[src/rtl/uart_cmd_responder_pkg.sv]
// -----------------------------------------------------------------------------
// uart_cmd_responder_pkg
// Shared definitions for the UART command-frame responder: byte width, the
// default frame opcodes and response bytes, and the FSM state encoding.
// -----------------------------------------------------------------------------
package uart_cmd_responder_pkg;

    localparam int BYTE_W = 8;

    localparam logic [BYTE_W-1:0] DEF_WR_CMD   = 8'hAA;
    localparam logic [BYTE_W-1:0] DEF_RD_CMD   = 8'hBB;
    localparam logic [BYTE_W-1:0] DEF_ACK_BYTE = 8'h5A;
    localparam logic [BYTE_W-1:0] DEF_NAK_BYTE = 8'hEE;

    typedef enum logic [3:0] {
        IDLE,
        GET_ADDR,
        GET_DATA,
        REG_WR,
        REG_RD,
        WAIT_RD,
        SEND,
        WAIT_HI,
        WAIT_LO
    } state_t;

endpackage

[src/rtl/uart_cmd_responder_frame_timer.sv]
// -----------------------------------------------------------------------------
// uart_frame_timer
// Inter-byte idle counter. Counts up while 'run' is high and 'clear' is low,
// saturating at TIMEOUT; 'expired' is high while the count equals TIMEOUT.
//
// Ports:
//   clk      in   system clock
//   rst      in   asynchronous, active-high reset
//   run      in   count enable
//   clear    in   synchronous clear (wins over run)
//   expired  out  count == TIMEOUT
// -----------------------------------------------------------------------------
module uart_frame_timer #(
    parameter int TIMEOUT = 1023
) (
    input  logic clk,
    input  logic rst,
    input  logic run,
    input  logic clear,
    output logic expired
);

    localparam int CNT_W = $clog2(TIMEOUT + 1);

    logic [CNT_W-1:0] count;

    assign expired = (count == CNT_W'(TIMEOUT));

    // NOTE: sequential state is always written with non-blocking assignments
    // so every flop samples the pre-edge values of its neighbours.
    always_ff @(posedge clk or posedge rst) begin
        if (rst) begin
            count <= '0;
        end else if (clear) begin
            count <= '0;
        end else if (run && !expired) begin
            count <= count + 1'b1;
        end
    end

endmodule

[src/rtl/uart_cmd_responder.sv]
// -----------------------------------------------------------------------------
// uart_cmd_responder
// Decodes write (WR_CMD, addr, data) and read (RD_CMD, addr) frames arriving
// from the UART receiver, performs the register-file access, and answers with
// ACK, NAK or the read-data byte through the UART transmit handshake.
//
// Ports:
//   clk, rst                  clock, asynchronous active-high reset
//   rx_data/rx_valid          received byte and its one-cycle strobe
//   rx_par_err/rx_stp_err     receive errors, qualified by rx_valid
//   tx_data/tx_valid/tx_busy  transmit byte, request pulse, busy status
//   reg_addr                  register address (holds between accesses)
//   reg_wr_data/reg_wr_en     write data and one-cycle write strobe
//   reg_rd_en                 one-cycle read strobe
//   reg_rd_data/reg_rd_valid  read data and its strobe
//   frame_err                 one-cycle pulse on any NAK or timeout abort
// -----------------------------------------------------------------------------
module uart_cmd_responder
    import uart_cmd_responder_pkg::*;
#(
    parameter int                ADDR_W   = 4,
    parameter logic [BYTE_W-1:0] WR_CMD   = DEF_WR_CMD,
    parameter logic [BYTE_W-1:0] RD_CMD   = DEF_RD_CMD,
    parameter logic [BYTE_W-1:0] ACK_BYTE = DEF_ACK_BYTE,
    parameter logic [BYTE_W-1:0] NAK_BYTE = DEF_NAK_BYTE,
    parameter int                TIMEOUT  = 1023
) (
    input  logic              clk,
    input  logic              rst,
    input  logic [BYTE_W-1:0] rx_data,
    input  logic              rx_valid,
    input  logic              rx_par_err,
    input  logic              rx_stp_err,
    output logic [BYTE_W-1:0] tx_data,
    output logic              tx_valid,
    input  logic              tx_busy,
    output logic [ADDR_W-1:0] reg_addr,
    output logic [BYTE_W-1:0] reg_wr_data,
    output logic              reg_wr_en,
    output logic              reg_rd_en,
    input  logic [BYTE_W-1:0] reg_rd_data,
    input  logic              reg_rd_valid,
    output logic              frame_err
);

    state_t            state;
    logic [BYTE_W-1:0] opcode;
    logic              rx_err;
    logic              counting;
    logic              tmr_clear;
    logic              tmr_expired;

    assign rx_err   = rx_par_err | rx_stp_err;
    assign counting = (state == GET_ADDR) || (state == GET_DATA);
    // Holding the timer in clear outside the counting states means every
    // entry into GET_ADDR/GET_DATA starts from zero.
    assign tmr_clear = rx_valid || !counting;

    uart_frame_timer #(
        .TIMEOUT (TIMEOUT)
    ) u_timer (
        .clk     (clk),
        .rst     (rst),
        .run     (counting),
        .clear   (tmr_clear),
        .expired (tmr_expired)
    );

    always_ff @(posedge clk or posedge rst) begin
        if (rst) begin
            state       <= IDLE;
            opcode      <= '0;
            tx_data     <= '0;
            tx_valid    <= 1'b0;
            reg_addr    <= '0;
            reg_wr_data <= '0;
            reg_wr_en   <= 1'b0;
            reg_rd_en   <= 1'b0;
            frame_err   <= 1'b0;
        end else begin
            // Strobes default low so each assertion below lasts one cycle.
            reg_wr_en <= 1'b0;
            reg_rd_en <= 1'b0;
            tx_valid  <= 1'b0;
            frame_err <= 1'b0;

            case (state)
                IDLE: begin
                    if (rx_valid) begin
                        if (!rx_err && (rx_data == WR_CMD || rx_data == RD_CMD)) begin
                            opcode <= rx_data;
                            state  <= GET_ADDR;
                        end else begin
                            tx_data   <= NAK_BYTE;
                            frame_err <= 1'b1;
                            state     <= SEND;
                        end
                    end
                end

                GET_ADDR: begin
                    if (rx_valid) begin
                        if (rx_err || ((rx_data >> ADDR_W) != '0)) begin
                            tx_data   <= NAK_BYTE;
                            frame_err <= 1'b1;
                            state     <= SEND;
                        end else begin
                            reg_addr <= rx_data[ADDR_W-1:0];
                            if (opcode == WR_CMD) begin
                                state <= GET_DATA;
                            end else begin
                                // Strobe raised on entry so it is seen in REG_RD.
                                reg_rd_en <= 1'b1;
                                state     <= REG_RD;
                            end
                        end
                    end else if (tmr_expired) begin
                        frame_err <= 1'b1;
                        state     <= IDLE;
                    end
                end

                GET_DATA: begin
                    if (rx_valid) begin
                        if (rx_err) begin
                            tx_data   <= NAK_BYTE;
                            frame_err <= 1'b1;
                            state     <= SEND;
                        end else begin
                            reg_wr_data <= rx_data;
                            reg_wr_en   <= 1'b1;
                            state       <= REG_WR;
                        end
                    end else if (tmr_expired) begin
                        frame_err <= 1'b1;
                        state     <= IDLE;
                    end
                end

                REG_WR: begin
                    tx_data <= ACK_BYTE;
                    state   <= SEND;
                end

                REG_RD: begin
                    state <= WAIT_RD;
                end

                WAIT_RD: begin
                    if (reg_rd_valid) begin
                        tx_data <= reg_rd_data;
                        state   <= SEND;
                    end
                end

                SEND: begin
                    if (!tx_busy) begin
                        tx_valid <= 1'b1;
                        state    <= WAIT_HI;
                    end
                end

                WAIT_HI: begin
                    if (tx_busy) begin
                        state <= WAIT_LO;
                    end
                end

                WAIT_LO: begin
                    if (!tx_busy) begin
                        state <= IDLE;
                    end
                end

                default: begin
                    state <= IDLE;
                end
            endcase
        end
    end

endmodule

[config.mk]
export PLATFORM = sky130hd
export DESIGN_NAME = uart_cmd_responder
export DESIGN_NICKNAME = d
export VERILOG_FILES = /design/src/rtl/uart_cmd_responder_pkg.sv /design/src/rtl/uart_cmd_responder_frame_timer.sv /design/src/rtl/uart_cmd_responder.sv
export SDC_FILE = /design/constraint.sdc
export NUM_CORES = 1
export LEC_CHECK = 0
export CORE_AREA = 4 4 75 77
export CTS_CLUSTER_DIAMETER = 80
export DETAILED_ROUTE_END_ITERATION = 12
export DIE_AREA = 0 0 79 81
export HOLD_SLACK_MARGIN = 0.15
export PLACE_DENSITY_LB_ADDON = 0.2
export SYNTH_ARGS = -nofsm -noshare
export SYNTH_HDL_FRONTEND = slang
export SYNTH_HIERARCHICAL = 1
export SYNTH_SLANG_ARGS = --single-unit
[constraint.sdc]
create_clock -name clk -period 3 [get_ports clk]
set_clock_uncertainty 0.15 [all_clocks]
set_input_delay 0.6 -clock clk [delete_from_list [all_inputs] [get_ports clk]]
set_output_delay 0.6 -clock clk [all_outputs]
set_load 0.005 [all_outputs]
* Word-level counts from Yosys, hierarchy flattened
Index checks and enable logic that the tools add are counted.
** Operators by class
- Reductions and logical operators :: 18
- Add/sub/neg operators :: 1
- Multiplexer cells :: 40
- Eq/ne operators :: 22
- Bitwise gates (word level) :: 3
** Operator list (count)
- $mux 8 :: 7
- $pmux 8 s5 :: 1
- $pmux 4 s9 :: 1
- $mux 4 :: 8
- $eq 8x8->1 const B :: 3
- $mux 10 :: 2
- $ne 2x2->1 const B :: 9
- $eq 4x3->1 const B :: 4
- $mux 1 :: 16
- $mux 3 :: 4
- $add 10x1->10 const B :: 1
- $eq 10x10->1 const B :: 1
- $reduce_and 3->1 :: 3
- $eq 4x2->1 const B :: 2
- $reduce_and 8->1 :: 1
- $reduce_bool 8->1 :: 1
- $reduce_and 5->1 :: 1
- $reduce_bool 5->1 :: 1
- $eq 4x1->1 const B :: 1
- $eq 4x4->1 const B :: 1
- $logic_not 4->1 :: 1
- $logic_or 1x1->1 :: 4
- $logic_not 1->1 :: 3
- $pmux 1 s3 :: 1
- other kinds (5) :: 7
** Word-level totals
- Register bits after elaboration :: 46
- Output and inout port bits :: 24
- Input bits :: 23
- Word-level logic and storage cells :: 94

* Depth between registers and ports, before layout
- Depth in word-level cells :: 6
- Depth in mapped cells :: 9
- Mapped depth without buffers :: 8

* By module
Netlist, hierarchy kept.
** By module, submodules not included
- uart_cmd_responder :: cells each 169, sequential area each 900.9 um^2, area each 1864.3 um^2, instances 1
- uart_frame_timer :: cells each 66, sequential area each 250.2 um^2, area each 635.6 um^2, instances 1

* Worst setup path before layout
No wires, ideal clock.
- Path type :: input to register
- Start :: input rx_stp_err
- End :: register tx_data[1]
- Slack :: 0.758 ns
- Library setup time :: 0.125 ns
- Stages :: 5
- Data required time :: 2.725 ns
- Buffers on the path :: 1
- Arrival time :: 1.967 ns
- Cells stage by stage :: or4_1 nor3_2 a2111o_1 buf_6 mux2_4
** Between the ends
- Longest elaborated chain between the ends :: 5
- Elaborated cells between the ends (all ways) :: 8
- Those cells by class :: 3 x eq/ne; 1 x bitwise; 4 x reduce/logical
** Ends and longest elaborated chain
- start: declaration :: line uart_cmd_responder.sv:33 : input logic rx_stp_err,
- $or 1x1->1 (*) :: line uart_cmd_responder.sv:53 : assign rx_err = rx_par_err | rx_stp_err;
- $logic_not 1->1 :: line uart_cmd_responder.sv:90 : if (!rx_err && (rx_data == WR_CMD || rx_data == RD_CMD)) begin
- $logic_and 1x1->1 :: line uart_cmd_responder.sv:90
- $ne 2x2->1 (no source line)
- $reduce_and 8->1 (no source line) (*)
- end signal: assignment :: line uart_cmd_responder.sv:151 : tx_data <= reg_rd_data;
- end: declaration :: line uart_cmd_responder.sv:34 : output logic [BYTE_W-1:0] tx_data,
Mark *: on every way between the ends. The rest lies on a longest branch, timed or not.
A chain may end at the register's enable or synchronous reset.

* Worst setup path after layout
- Start :: input rx_stp_err
- End :: register tx_data[2]
The elaborated chain is that of the path after synthesis.

==> summary.md <==
| Metric | Value |
|---|---|
| Status | `finished, final reports clean` |
| Sequential share of the synthesized area | `0.4605` |
| Critical path peak fanout | `8` |
| Clock Tree Buf Depth | `2` |
| Vias in the first global route | `approximately 1.9k` |
| Fin crit period | `2.486 ns` |
| I/O Buffers | `46` |
| Hold WS | `0.3282 ns` |
| Reg clk slew, reported paths | `0.10 ns` |
| Hold endpoint | `opcode[3]$_DFFE_PP0P_` |
| Setup tns final | `0 ns` |
| Largest area contributor in the netlist | `dfrtp_1` |
| Most common cell in the netlist | `dfrtp_1` |
| First-pass GRT wire length | `8921 microns` |
| Initial antenna violation count | `0` |
| Antenna Nets Post-Route | `0` |
| Nets | `306` |
| Synthesized area per cell | `10.64 sq um` |
| Clk_lat worst skew | `0.30 ns` |
| Die H | `roughly 81 microns` |
| Seq cells post-synth | `46` |
| Dominant synthesized flop cell | `dfrtp_1` |
| Final setup violation count | `0` |
| Pin slew with the least headroom to its limit | `0.4688 ns` |
| Worst Reg-to-Reg Cells | `7` |
| RePlAce Congestion | `0.8732` |
| Synthesized Nets | `259` |
| Max-Cap Viols | `0` |
| DRT Pass-1 Iters | `4` |
| Pleak | `1.329 nW` |
| Post-CTS Setup Inserts | `0` |
| Count of cell types in the netlist | `63` |
| Detailed-route DRC error count | `0` |
| TritonCTS clock tree | `yes` |
| Crit start category | `primary input` |
| Combinational share of power | `0.454` |
| Post-synth EDFFs | `0` |
| CTS sink count | `46` |
| Layout cells sized above 1 | `0.1449` |
| HP Class | `register to register` |
| Arrival @ worst endpoint | `2.52 ns` |
| Crit-path cells | `clkdlybuf4s50_1 -> or4_1 -> nor3_2 -> a2111o_1 -> buf_12 -> mux2_4` |
| Async SR Flop Fraction | `1.000` |
| Chip Width | `between 70 and 80 microns` |
| Diodes inserted | `0` |
| Vias | `1950` |
| Pwr Density | `~740 nW/um^2` |
| Finished Cell Area | `3123 sq um` |
| Cts repair resizes | `0` |
| Row cnt | `26` |
| Period Utilization, post-route | `0.8288` |
| Clock power frac | `0.174` |
| Unrepaired setup endpoints after global routing | `no` |
| P_int | `1.511 mW` |
| Final Hold Fails | `0` |
| HP Start | `opcode[3]$_DFFE_PP0P_` |
| Area share of the largest cell type after synthesis | `0.4605` |
| Area of the core | `~5000 sq um` |
| CTS H-tree depth | `2` |
| Hold path depth | `1` |
| Sequential power share | `0.372` |
| DP Wirelength | `3924 microns` |
| Maximum vdd drop | `0.4326 mV` |
| F_max | `0.4022 GHz` |
| CP required | `3.04 ns` |
| Most instantiated cells after synthesis | `dfrtp_1, nand2_1, nor2_1` |
| Fin. max-slew vios | `0` |
| Grt ovf | `0` |
| Ranking of synthesized cells by area | `dfrtp_1, mux2_4, mux2_2, mux2_1, nand2_1` |
| Worst Setup End Kind | `register` |
| Rel. slew slack | `0.6865` |
| Worst r2r src | `u_timer/count[0]$_DFFE_PP0P_` |
| Placed Area | `3028 sq um` |
| FF-to-FF setup slack | `0.67 ns` |
| Initial DRC count | `103` |
| IO Count | `47` |
| Vias per cell | `5.524` |
| All-Layer GR Usage | `0.1784` |
| Synth warn | `6` |
| Area of the mapped netlist | `2500 sq um` |
| Synthesis-to-layout area growth | `24.93%` |
| Clock root cell | `clkbuf_8` |
| Initial Util | `0.4990` |
| Largest net degree at the start of global routing | `37` |
| Die ar. | `6399 sq um` |
| CP max stage cell | `or4_1` |
| Mapped Cells | `235` |
| Switching power | `between 0.8 and 0.9 mW` |
| WS Path Type | `primary input to register` |
| Hold-fix buffers at CTS | `0` |
| Reg-to-Reg End | `state[0]$_DFFE_PP0P_` |
| Total CTS buffers | `5` |
| Routed WL | `5317 microns` |
| Crit-path max cell delay | `0.54 ns` |
| Wire per inst | `15.06 microns` |
| Sw Share | `0.3486` |
## layout make-up
cell class	count	area [sq um]
fillers	441	1887
inverters	9	33.78
flip-flops and latches	46	1151
repair buffers	53	525.5
multi-input cells	167	1230
well taps	70	87.58
clock inverters	3	26.28
clock buffers	5	68.82
## power by group through the flow
stage | clock [mW] | combinational [mW] | sequential, mW
after CTS | 0.424 | 1.06 | 0.863
after detailed placement | 0 | 1.06 | 0.871
after global placement | 0 | 1.04 | 0.872
after global routing | 0.450 | 1.15 | 0.883
after floorplan | 0 | 0.728 | 0.825
final | 0.404 | 1.05 | 0.863
## through the flow
| step | instances | setup slack [ns] | total power, mW | utilization |
|---|---|---|---|---|
| after detailed placement | 345 | 0.1975 | 1.927 | 0.6044 |
| after floorplan | 235 | 0.7582 | 1.553 | - |
| after CTS | 353 | 0.5123 | 2.345 | 0.6234 |
| after global placement | 345 | 0.2236 | 1.915 | 0.6044 |
| after global routing | 353 | 0.4214 | 2.483 | 0.6234 |
| final | 353 | 0.5137 | 2.319 | 0.6234 |
## sequential cells by signal, indices dropped and copies added (netlist names)
signal and count:
reg_wr_en 1, frame_err 1, reg_wr_data 8, opcode 8, reg_rd_en 1, reg_addr 4
tx_valid 1, u_timer/count 10, state 4, tx_data 8
## per-layer routing
layer / global-route usage / vias to the layer above / part of all wire
met4: 0.04639 / 0 / 0.010
met5: 0 / - / 0
met3: 0.05654 / 5 / 0.062
met2: 0.2795 / 50 / 0.45
met1: 0.2410 / 944 / 0.47
li1: - / 951 / -
## layout by cell type, fill, tap and decap left out, drive strengths merged, types with 2 or more instances in the layout
cell type      netlist  final
nor3                 8      8
clkbuf               6      5
clkdlybuf4s50        0     46
a41oi                4      4
or2                  2      2
nor2                15     15
and2                 3      3
nor2b               10     10
o21ai                4      4
o221ai               2      2
a211oi               5      5
mux2                22     22
and3                 3      3
nand3b               2      2
or3                  4      4
dfrtp               46     46
nand3                4      4
nand2b               9      9
a21oi                7      7
inv                  8     11
nand4                5      5
a32o                 2      2
a311oi               3      3
nand4bb              2      2
nor4                 2      2
nand2               20     20
buf                  7      7
a31oi                6      6
## logic make-up after synthesis
logic type / after synthesis / synth area share
buffers and inverters: 22 / 0.04755
muxes: 23 / 0.1136
and+or+nand+nor: 93 / 0.2107
xor gates and xnor gates: 2 / 0.007008
DFF: 46 / 0.4605
AOI/OAI and AO/OA: 47 / 0.1517
adders and majority gates: 2 / 0.009008
## worst max-delay path by stage
| stage | start | end | slack [ns] | depth (start not counted) |
|---|---|---|---|---|
| final | rx_stp_err | tx_data[2]$_DFFE_PP0P_ | 0.51 | 6 |
| after global routing | rx_stp_err | tx_data[2]$_DFFE_PP0P_ | 0.42 | 6 |
| after CTS | rx_stp_err | tx_data[2]$_DFFE_PP0P_ | 0.51 | 6 |
| after detailed placement | rx_stp_err | tx_data[6]$_DFFE_PP0P_ | 0.20 | 6 |
| after global placement | rx_stp_err | tx_data[6]$_DFFE_PP0P_ | 0.22 | 6 |
| after floorplan | rx_stp_err | tx_data[1]$_DFFE_PP0P_ | 0.76 | 5 |
## worst max-delay path: cells and delay by family
kind	cells	cell delay, ns
and+or+nand+nor	2	0.80
buffers and inverters	2	0.57
muxes	1	0.30
AOI/OAI and AO/OA	1	0.24
(Power assumes the default switching activity.)
==> RTL change 1: new RTL, same settings <==
Reset style: synchronous (`rst`), changed in 2 clocked blocks. Comments in the files are not updated.
--- a/src/rtl/uart_cmd_responder_frame_timer.sv
+++ b/src/rtl/uart_cmd_responder_frame_timer.sv
@@ -28,7 +28,7 @@
 
     // NOTE: sequential state is always written with non-blocking assignments
     // so every flop samples the pre-edge values of its neighbours.
-    always_ff @(posedge clk or posedge rst) begin
+    always_ff @(posedge clk) begin
         if (rst) begin
             count <= '0;
         end else if (clear) begin
--- a/src/rtl/uart_cmd_responder.sv
+++ b/src/rtl/uart_cmd_responder.sv
@@ -66,7 +66,7 @@
         .expired (tmr_expired)
     );
 
-    always_ff @(posedge clk or posedge rst) begin
+    always_ff @(posedge clk) begin
         if (rst) begin
             state       <= IDLE;
             opcode      <= '0;
Function: differs if rst is asserted again (counterexample within 4 cycles, from zero or initial values and one cycle with rst high); with rst held inactive, the same outputs for 4 cycles.
==> RTL change 1 against the original RTL <==
Wire length shrank 0.49%. Critical endpoint is now state[1]. Largest cell class unchanged. Critical path type is now reg -> reg. Worst hold slack worse by 0.029 ns. Largest power group is now registers. Setup slack got worse by 0.20 ns. Area after synthesis fell by 7.6%. Utilization fell by 4.6 points. Critical path depth grew 3. Global-route usage fell by 0.52 points. Sequential cell count stayed put. Total power fell by 21%. Maximum frequency down 7.6%. Clock power down 3%. Design area shrank 7.4%.
==> RTL change 1: results <==
{
  "outcome": "finished clean",
  "critPathMaxFanout": 4,
  "gp_congestion": 0.829,
  "grt_pass1_wl_um": 8910,
  "p_leak_nw": 1.07,
  "ys_seq_area_frac": 0.399,
  "irDropWorstVdd_uv": 399,
  "wire_per_inst_um": 14.1,
  "routed_wl_um": 5290,
  "vias": 2060,
  "cts_buffers": 5,
  "maxSlewHeadroom": 0.603,
  "holdPathEnd": "opcode[1]",
  "clk_path_buf_depth": 2,
  "synthTopCellsByArea": "dfxtp_1, mux2i_1, a21oi_1, nor2_1, nand2b_1",
  "regMostFlops": "u_timer/count",
  "min_from": "opcode[1]",
  "timing.rr.end": "state[1]",
  "track_usage": 0.173,
  "place_hpwl_um": 3850,
  "whs_path_depth": 2,
  "drive_gt1_frac": 0.0822,
  "postSynth.asyncResetShare": 0,
  "cp_data_arrival_time_ns": 2.74,
  "synth-main-ff-cell": "dfxtp_1",
  "place_inst": 366,
  "drt-initial-drc-count": 40,
  "grt_pass1_vias": 1997,
  "portBuffers": 46,
  "rr_startpoint": "u_timer/count[1]",
  "ys_types": 54,
  "synth_fp_nets": 286,
  "h-tree-depth": 2,
  "reg2regPathDepth": 9,
  "antenna-diode-count": 0,
  "netlist_top_cells_count": "dfxtp_1, nor2_1, a21oi_1, mux2i_1, nand3_1",
  "netlist_instances": 262,
  "nets": 327,
  "ff2ff_setup_slack_ns": 0.31,
  "fillers": 486
}
==> RTL change 1: cell types whose count changed after synthesis, moves of 12 or more <==
cell     delta
dfxtp_1    +46
nand2_1    -12
a21oi_1    +17
nor2_1     +12
dfrtp_1    -46
mux2i_1    +16
==> RTL change 1: kinds of logic after synthesis <==
family,count (synthesis),share of synthesized area
simple gates,115,0.303
compound gates,52,0.143
flops,46,0.399
buf+inv,26,0.0569
mux,17,0.0737
xor+xnor,5,0.0190
fa+ha+maj,1,0.00542
==> RTL change 1: report_power, final <==
part	switching, mW	internal (mW)	total (mW)
logic	0.325	0.325	0.650
clock network	0.225	0.168	0.393
registers	0.105	0.682	0.786
==> RTL change 1: layout make-up <==
type	instances	share of cell area
repair buffers	51	0.172
clock buffers	5	0.0238
multi-input cells	190	0.435
flip-flops and latches	46	0.318
well taps	70	0.0303
inverters	9	0.0117
clock inverters	3	0.00865
==> RTL change 1: per-layer routing <==
layer	GRT usage	vias up	routed length (µm)
li1	-	1032	-
met1	0.214	962	2450
met2	0.279	59	2410
met3	0.0599	7	377
met4	0.0670	0	59
met5	0	-	0
==> RTL change 1: worst max path at each step <==
stage,from,to,slack [ns],cells past startpoint
finish,u_timer/count[1],state[1],0.31,9
global placement,rx_data[4],state[1],0.29,6
CTS,u_timer/count[1],state[1],0.29,9
global route,u_timer/count[1],state[1],0.11,9
detailed placement,rx_data[4],state[1],0.27,6
floorplan,u_timer/count[0],state[1],0.46,9
==> RTL change 1: critical path, stage by stage, from the launching register on <==
cell       delay, ns
dfxtp_1         0.38
ha_1            0.21
nand2_1         0.13
or3_4           0.41
inv_1           0.09
or3b_1          0.34
a21oi_1         0.13
a2111oi_0       0.08
or4b_1          0.53
o2111a_1        0.15
==> RTL change 1: per-stage QoR <==
stage          worst slack [ns]  utilization  instance area, µm²  hold slack [ns]
3_5_place_dp              0.267        0.558                2800            0.289
3_3_place_gp              0.290        0.558                2800            0.284
6_report                  0.311        0.577                2890            0.299
5_1_grt                   0.114        0.577                2890            0.319
2_1_floorplan             0.463            -                2310            0.275
4_1_cts                   0.295        0.577                2890            0.304
==> RTL change 2: new RTL, config.mk and constraints unchanged <==
Made on the original files. `TIMEOUT` is set to 1023 in 2 places; all go to 511.
--- a/src/rtl/uart_cmd_responder_frame_timer.sv
+++ b/src/rtl/uart_cmd_responder_frame_timer.sv
@@ -11,7 +11,7 @@
 //   expired  out  count == TIMEOUT
 // -----------------------------------------------------------------------------
 module uart_frame_timer #(
-    parameter int TIMEOUT = 1023
+    parameter int TIMEOUT = 511
 ) (
     input  logic clk,
     input  logic rst,
--- a/src/rtl/uart_cmd_responder.sv
+++ b/src/rtl/uart_cmd_responder.sv
@@ -23,7 +23,7 @@
     parameter logic [BYTE_W-1:0] RD_CMD   = DEF_RD_CMD,
     parameter logic [BYTE_W-1:0] ACK_BYTE = DEF_ACK_BYTE,
     parameter logic [BYTE_W-1:0] NAK_BYTE = DEF_NAK_BYTE,
-    parameter int                TIMEOUT  = 1023
+    parameter int                TIMEOUT  = 511
 ) (
     input  logic              clk,
     input  logic              rst,
Function: no difference found for any inputs over 10 cycles, from zero or initial values and one cycle with rst high; that may be too few to reach the edited logic, so the function may still have changed.
==> RTL change 2 against the original RTL <==
Total power up 3.5%. Wire length down 11%. Area after synthesis fell by 6.8%. Setup slack better by 0.058 ns. Design area decreased by 3.4%. Synthesized cell count down 8.1%. Count of clock-buffer cells in the layout unchanged. Global-route usage fell by 1.5 points. Sequential cell count decreased by 1. Largest power group unchanged.
==> RTL change 2: results <==
{
  "cts_buffers": 5,
  "cts-root-buf": "clkbuf_8",
  "gp_congestion": 0.772,
  "worstSkewPairLatency_ns": 0.29,
  "grt_max_degree": 37,
  "regMostFlops": "u_timer/count",
  "synth-main-ff-cell": "dfrtp_1",
  "grt_pass1_vias": 1809,
  "netlist_top_cells_count": "dfrtp_1, nand2_1, nor2_1, a21oi_1",
  "antenna-diode-count": 0,
  "synth_fp_nets": 241,
  "portBuffers": 46,
  "largest_reg_flops": 9,
  "cts_setup_buffers": 0,
  "cpLargestDelayFamily": "simple AND/OR/NAND/NOR gates",
  "dr.pass1.iters": 5,
  "ys_seq_area_frac": 0.483,
  "critical-path-slowest-cell": "or4_1",
  "hold_path_class": "reg -> reg",
  "synthTopCellsByArea": "dfrtp_1, mux2_4, mux2_2, nand2_1, nor2_1",
  "place_hpwl_um": 3430,
  "drive_gt1_frac": 0.149,
  "outcome": "finished clean",
  "wire_per_inst_um": 14.0,
  "grt_pass1_wl_um": 8330,
  "cts_resized": 0,
  "track_usage": 0.163,
  "cts.reportedPaths.clkPinSlew_ns": 0.08,
  "yosys_warnings": 6,
  "critical_path.max_stage_delay_ns": 0.55,
  "viasPerCell": 5.18,
  "postSynth.asyncResetShare": 1.00,
  "clk_path_buf_depth": 2,
  "p_leak_nw": 1.32,
  "nets": 293,
  "ys_types": 52,
  "critPathMaxFanout": 8,
  "h-tree-depth": 2,
  "pre_cts_slack_ns": 0.260,
  "drt-initial-drc-count": 86,
  "tightest_slew_ns": 0.489,
  "cp-start-kind": "input pin",
  "grt_antenna_before_repair": 0,
  "irDropWorstVdd_uv": 403
}
==> RTL change 2: cell count changes after synthesis, sizes merged, moves of 3 or more <==
cell / unedited run / this run
a311oi: 3 / 0
and3: 3 / 0
nor2: 15 / 18
nor3: 8 / 5
a21oi: 7 / 10
nor2b: 10 / 7
a41oi: 4 / 0
a211oi: 5 / 0
==> RTL change 2: worst register-to-register path, delay by kind of cell (launching register included) <==
| family | cells | cell delay, ns |
|---|---|---|
| DFF | 1 | 0.42 |
| and+or+nand+nor | 4 | 1.01 |
| adders and majority gates | 2 | 0.49 |
| AOI/OAI and AO/OA | 1 | 0.16 |
==> RTL change 2: layer usage <==
layer  share of wire  GRT usage
met1            0.45      0.207
met2            0.48      0.274
met3           0.064     0.0466
met4           0.011     0.0430
met5               0          0
==> RTL change 2: final cells by class <==
class	count	area [µm²]
fill	437	1990
multi-input combinational	152	1100
sequential	45	1130
timing repair buffer	56	536
clock inverter	3	65.1
tap	70	87.6
clock buffer	5	68.8
inverter	8	30.0
==> RTL change 2: report_power, final <==
part           switching [mW]  total, mW  internal (mW)  leakage, nW
Clock                   0.200      0.531          0.331       0.0681
Combinational           0.453       1.03          0.574        0.665
Sequential              0.111      0.841          0.730        0.585
==> RTL change 2: path summary, 6_finish.rpt <==
check | start | to | slack (ns) | cells after the start
worst max-delay path | rx_stp_err | tx_data[6] | 0.57 | 6
min in group asynchronous | rst | u_timer/count[8] | 0.44 | 2
worst min-delay path | opcode[1] | opcode[1] | 0.32 | 1
max in group asynchronous | rst | state[0] | 1.79 | 3
worst min register to register | opcode[1] | opcode[1] | 0.32 | 1
worst max register to register | u_timer/count[0] | u_timer/count[7] | 0.71 | 7
==> RTL change 2: kinds of logic after synthesis <==
group,after synthesis,share of synthesized area
AO/OA/AOI/OAI,38,0.120
multiplexers,24,0.126
buffers and inverters,19,0.0440
flip-flops,45,0.483
XOR/XNOR,4,0.0150
adder cells (fa/ha/maj),3,0.0150
AND/OR/NAND/NOR,83,0.197
==> RTL change 2: metrics by stage <==
step | power (mW) | instances | hold WS (ns) | instance area (µm²)
2_1_floorplan | 1.55 | 216 | 0.278 | 2330
3_3_place_gp | 1.86 | 331 | 0.301 | 2880
3_5_place_dp | 1.87 | 331 | 0.305 | 2880
4_1_cts | 2.42 | 339 | 0.325 | 3020
5_1_grt | 2.56 | 339 | 0.355 | 3020
6_report | 2.40 | 339 | 0.321 | 3020
